==> config.mk <==
export PLATFORM = sky130hd
export DESIGN_NAME = mmio_arbiter
export DESIGN_NICKNAME = d
export VERILOG_FILES = /design/src/rtl/mmio_arbiter.sv
export SDC_FILE = /design/constraint.sdc
export NUM_CORES = 1
export LEC_CHECK = 0
export CORE_MARGIN = 2
export CORE_UTILIZATION = 35
export DETAILED_ROUTE_END_ITERATION = 7
export HOLD_SLACK_MARGIN = 0.03
export PLACE_DENSITY = 0.62
export SLEW_MARGIN = 30
export SYNTH_ARGS = -nofsm -noshare
export SYNTH_HDL_FRONTEND = slang
export SYNTH_SLANG_ARGS = --single-unit
==> constraint.sdc <==
create_clock -name clk -period 4.7 [get_ports clk]
set_clock_uncertainty 0.2 [all_clocks]
set_input_delay 0.94 -clock clk [delete_from_list [all_inputs] [get_ports clk]]
set_output_delay 0.94 -clock clk [all_outputs]
set_load 0.02 [all_outputs]
==> src/rtl/mmio_arbiter.sv <==
// Data-memory port arbiter between the program loader and the core, with a
// memory-mapped console FIFO, a termination register and branch counters.
module mmio_arbiter #(
  parameter int FIFO_DEPTH = 4
) (
  input  logic        clk,
  input  logic        reset_x,
  input  logic        ld_req,
  input  logic [31:0] ld_addr,
  input  logic [31:0] ld_wdata,
  input  logic        ld_done,
  input  logic        core_we,
  input  logic [31:0] core_addr,
  input  logic [31:0] core_wdata,
  output logic [31:0] core_rdata,
  output logic        core_stall,
  output logic        mem_we,
  output logic [31:0] mem_addr,
  output logic [31:0] mem_wdata,
  input  logic [31:0] mem_rdata,
  input  logic        prmiss,
  input  logic        prsuccess,
  input  logic        combranch,
  output logic        con_valid,
  output logic [31:0] con_data,
  output logic        con_is_char,
  input  logic        con_ready,
  output logic        halted
);

  localparam int PTR_W = $clog2(FIFO_DEPTH);
  localparam int CNT_W = PTR_W + 1;

  typedef enum logic [1:0] {S_LOAD, S_RUN, S_DRAIN, S_HALT} state_t;

  state_t             state_q, state_d;
  logic [PTR_W-1:0]   wr_ptr_q, wr_ptr_d, rd_ptr_q, rd_ptr_d;
  logic [CNT_W-1:0]   count_q, count_d;
  logic [31:0]        cyc_q, cyc_d, prnum_q, prnum_d;
  logic [31:0]        prsu_q, prsu_d, prmi_q, prmi_d, prcom_q, prcom_d;
  logic [31:0]        fifo_data_q [FIFO_DEPTH];
  logic               fifo_char_q [FIFO_DEPTH];

  logic               mmio_hit, con_store, halt_store;
  logic               fifo_full, fifo_empty, push, pop;
  logic [31:0]        push_data;
  logic               push_char;

  assign mmio_hit   = (core_addr[31:6] == 26'd0);
  assign con_store  = core_we && ((core_addr == 32'h0) || (core_addr == 32'h4));
  assign halt_store = core_we && (core_addr == 32'h8);
  assign fifo_full  = (count_q == CNT_W'(FIFO_DEPTH));
  assign fifo_empty = (count_q == '0);

  // Push is judged on the occupancy at cycle start, so a same-cycle pop never frees a slot.
  assign push      = (state_q == S_RUN) && con_store && !fifo_full;
  assign pop       = !fifo_empty && con_ready;
  assign push_char = (core_addr[2] == 1'b0);
  assign push_data = push_char ? {24'd0, core_wdata[7:0]} : core_wdata;

  // State register
  always_ff @(posedge clk or negedge reset_x) begin
    if (!reset_x) state_q <= S_LOAD;
    else          state_q <= state_d;
  end

  // Next-state logic
  always_comb begin
    state_d = state_q;
    case (state_q)
      S_LOAD:  if (ld_done)        state_d = S_RUN;
      S_RUN:   if (halt_store)     state_d = S_DRAIN;
      S_DRAIN: if (count_d == '0)  state_d = S_HALT;
      default: state_d = S_HALT;
    endcase
  end

  // Output logic
  always_comb begin
    mem_we     = 1'b0;
    mem_addr   = core_addr;
    mem_wdata  = core_wdata;
    core_stall = 1'b1;
    halted     = 1'b0;
    case (state_q)
      S_LOAD: begin
        // Gate with reset so the loader cannot write while reset is held.
        mem_we    = ld_req && reset_x;
        mem_addr  = ld_addr;
        mem_wdata = ld_wdata;
      end
      S_RUN: begin
        mem_we     = core_we && !mmio_hit;
        core_stall = con_store && fifo_full;
      end
      S_DRAIN: ;
      default: halted = 1'b1;
    endcase
  end

  always_comb begin
    wr_ptr_d = push ? wr_ptr_q + PTR_W'(1) : wr_ptr_q;
    rd_ptr_d = pop  ? rd_ptr_q + PTR_W'(1) : rd_ptr_q;
    count_d  = count_q + CNT_W'(push) - CNT_W'(pop);
    cyc_d    = cyc_q;
    prnum_d  = prnum_q;
    prsu_d   = prsu_q;
    prmi_d   = prmi_q;
    prcom_d  = prcom_q;
    if (state_q == S_RUN) begin
      cyc_d   = cyc_q + 32'd1;
      prnum_d = prnum_q + {31'd0, prmiss} + {31'd0, prsuccess};
      prsu_d  = prsu_q + {31'd0, prsuccess};
      prmi_d  = prmi_q + {31'd0, prmiss};
      prcom_d = prcom_q + {31'd0, combranch};
    end
  end

  always_ff @(posedge clk or negedge reset_x) begin
    if (!reset_x) begin
      wr_ptr_q <= '0;
      rd_ptr_q <= '0;
      count_q  <= '0;
      cyc_q    <= '0;
      prnum_q  <= '0;
      prsu_q   <= '0;
      prmi_q   <= '0;
      prcom_q  <= '0;
    end else begin
      wr_ptr_q <= wr_ptr_d;
      rd_ptr_q <= rd_ptr_d;
      count_q  <= count_d;
      cyc_q    <= cyc_d;
      prnum_q  <= prnum_d;
      prsu_q   <= prsu_d;
      prmi_q   <= prmi_d;
      prcom_q  <= prcom_d;
    end
  end

  // Payload storage carries no reset; validity comes from count_q alone.
  always_ff @(posedge clk) begin
    if (push) begin
      fifo_data_q[wr_ptr_q] <= push_data;
      fifo_char_q[wr_ptr_q] <= push_char;
    end
  end

  assign con_valid   = !fifo_empty;
  assign con_data    = fifo_data_q[rd_ptr_q];
  assign con_is_char = fifo_char_q[rd_ptr_q];

  always_comb begin
    core_rdata = mem_rdata;
    if (mmio_hit) begin
      case (core_addr[5:0])
        6'h10:   core_rdata = cyc_q;
        6'h14:   core_rdata = prnum_q;
        6'h18:   core_rdata = prsu_q;
        6'h1C:   core_rdata = prmi_q;
        6'h20:   core_rdata = prcom_q;
        default: core_rdata = 32'd0;
      endcase
    end
  end

endmodule

==> results.sh <==
export IMPL_syn_num_nets=1346
export IMPL_seqCellArea_sq_um=8190
export IMPL_max_stage_delay_ns=0.62
export IMPL_wl_met1_um=17200
export IMPL_grt_usage=0.175
export IMPL_place_gp_congestion=0.866
export IMPL_critical_path_required_ns=3.56
export IMPL_cts_inserted_buffers=34
export IMPL_grt_pass1_wl_um=61000
export IMPL_drv_slew=0
export IMPL_place_inst=1979
export IMPL_status="finished, final reports clean"
export IMPL_drtIter0Drc=748
export IMPL_reg2reg_from="state_q[0]"
export IMPL_vias_per_cell=5.16
export IMPL_cts_sinks=301
export IMPL_synthToLayoutAreaGrowth_pct=34.7
export IMPL_grt_pass1_vias=10913
export IMPL_p_leak_nw=7.73
export IMPL_ys_seq_area_frac=0.559
export IMPL_min_delay_path_depth=1
export IMPL_htreeDepth=2
export IMPL_tightest_slew_ns=0.794
export IMPL_cts_root_buf="clkbuf_16"
export IMPL_first_pass_iters=8
export IMPL_end_kind="primary output"
export IMPL_reg2reg_to="state_q[0]"
export IMPL_overflow=0
export IMPL_synth_edf_count=132
export IMPL_syn_area_sq_um=14700
export IMPL_path_class="in2out"
export IMPL_finalWirelength_um=38700
export IMPL_top_layer_used="met4"
export IMPL_final_common_cell="clkdlybuf4s50_1"
export IMPL_dieWidth_um=209
export IMPL_rrSetupSlack_ns=1.42
export IMPL_cts_tree="built"
export IMPL_grt_max_degree=70
export IMPL_clk_path_buf_depth=3
export IMPL_num_vias=10531
export IMPL_antenna_cells=0
export IMPL_vdd_drop_max_v=0.000210
export IMPL_synth_distinct_cells=45
export IMPL_initial_core_util=0.357
export IMPL_drc=0
export IMPL_ys_warn_count=0
export IMPL_slew_headroom=0.471
export IMPL_ioPinCount=302
export IMPL_max_freq_mhz=219
export IMPL_fin_util=0.480
export IMPL_async_flop_share=0.561
export IMPL_avgSynthCellArea_sq_um=12.6
export IMPL_dp_worst_setup_slack_ns=-0.0850
export IMPL_fillers=3680
export IMPL_fin_crit_sh=0.973
export IMPL_hold_viol_final=0
export IMPL_startpoint_type="primary input"
export IMPL_clkSlewWorstSetupHoldPaths_ns=0.06
export IMPL_synthFlopType="dfrtp_1"
export IMPL_worstPathArrival_ns=3.43
export IMPL_io_buffers=301
export IMPL_setup_viol=0
export IMPL_worstRegToRegCells=15
export IMPL_cp_cell_sequence="clkdlybuf4s50_1 -> nor4_1 -> nand4_1 -> buf_4 -> nor3_4 -> buf_4 -> clkbuf_16 -> nor2_1 -> a21oi_1 -> clkdlybuf4s50_1"
export IMPL_rows=74
export IMPL_fin_cells=2040
export IMPL_hpwl_um=27700
export IMPL_ys_ff_latch=301
export IMPL_routed_wl_met2_um=18300
export IMPL_ant_nets=0
export IMPL_critPathMaxFanout=30
export IMPL_final_min_clock_period_ns=4.57
export IMPL_nets=1671
export IMPL_clk_latency_ns=0.52
export IMPL_cap_viol_max_count=0
export IMPL_hold_path_endpoint="prnum_q[31]"
export IMPL_cp_slowest_cell="clkdlybuf4s50_1"
export IMPL_die_y_um=209
export IMPL_coreArea_sq_um=41100
export IMPL_min_path_type="reg2reg"
export IMPL_drive_gt1_frac=0.153
export IMPL_mostFrequentLayoutCells="273 x clkdlybuf4s50_1, 168 x dfrtp_1, 132 x edfxtp_1"
export IMPL_synth_cells=1161
export IMPL_fin_ws_ns=0.126
export IMPL_antenna_found_initial=0
export IMPL_powerDensity_nw_per_um2=319
export IMPL_worstHoldStart="prnum_q[31]"
export IMPL_die_area_sq_um=43500
export IMPL_multi_input_area_sq_um=6230
export IMPL_wire_per_inst_um=19.0
export IMPL_wl_met3_um=2060
per-layer routing:
| metal | vias to the layer above | track usage |
|---|---|---|
| met5 | - | 0 |
| met4 | 0 | 0.0576 |
| met3 | 60 | 0.0311 |
| met2 | 307 | 0.288 |
| met1 | 5203 | 0.236 |
| li1 | 4961 | - |
state kept, by name (all words and copies together), names as in the netlist:
name         flops
state_q          2
prcom_q         32
prsu_q          32
fifo_data_q    128
wr_ptr_q         2
prnum_q         32
cyc_q           32
rd_ptr_q         2
count_q          3
fifo_char_q      4
prmi_q          32
where the power goes:
part           switching (mW)  leakage, nW  internal [mW]
Sequential              0.151         3.39           2.88
Combinational           0.351         3.82          0.398
Clock                    1.03        0.519           1.50
Total                    1.53         7.73           4.77
cells by family after synthesis:
kind of cell    after synthesis  share of synthesized area
compound gates              107                     0.0565
xor+xnor                    156                     0.0932
fa+ha+maj                    16                     0.0147
buf+inv                      71                     0.0186
flops                       301                      0.559
mux                         126                      0.122
simple gates                384                      0.136
cells in the mapped netlist (14+ instances only):
library cell / count / area [sq um]
nor3_1: 24 / 120
xnor2_1: 114 / 998
nor4_1: 16 / 100
a222oi_1: 32 / 320
nand2_1: 94 / 353
dfrtp_1: 169 / 4230
xor2_1: 42 / 368
inv_1: 19 / 71.3
mux2_2: 92 / 1040
and2_1: 32 / 200
nor2_1: 65 / 244
and3_1: 22 / 138
nand3_1: 59 / 295
clkbuf_1: 41 / 154
mux4_2: 33 / 743
a22o_1: 32 / 280
ha_1: 14 / 175
a21oi_1: 34 / 170
edfxtp_1: 132 / 3960
nand4_1: 33 / 206
stage by stage:
stage / power, mW / hold WS (ns) / TNS [ns] / area [sq um]
4_1_cts: 6.39 / 0.276 / 0 / 19600
5_1_grt: 6.59 / 0.293 / -0.0264 / 19700
3_3_place_gp: 3.82 / 0.257 / -0.0560 / 18600
3_5_place_dp: 3.83 / 0.257 / -0.0850 / 18600
6_report: 6.31 / 0.267 / 0 / 19700
2_1_floorplan: 3.43 / 0.240 / 0 / 14700
critical path, delay by kind of cell:
family | cells | cell delay, ns
simple gates | 4 | 0.78
buf+inv | 5 | 1.56
compound gates | 1 | 0.12
area by class of cell:
cell class / instances / area share
Timing Repair Buffer: 341 / 0.178
Inverter: 19 / 0.00361
Tap cell: 532 / 0.0337
Clock inverter: 11 / 0.00501
Multi-Input combinational cell: 789 / 0.316
Clock buffer: 47 / 0.0492
Sequential cell: 301 / 0.415
worst max-delay path by stage:
stage / from / end / slack [ns] / cells past startpoint
finish: core_addr[12] / core_rdata[19] / 0.13 / 10
global route: core_addr[6] / core_rdata[16] / -0.007 / 11
CTS: core_addr[6] / core_rdata[3] / 0.008 / 10
detailed placement: core_addr[6] / state_q[0] / -0.09 / 16
global placement: core_addr[10] / state_q[0] / -0.06 / 15
floorplan: core_addr[20] / state_q[0] / 0.42 / 13
timing repair:
action	CTS	global route
buffers inserted	0	2
gates resized for setup	0	30
endpoints found under the setup margin	0	32
hold buffers	0	0
(Power assumes the default switching activity.)
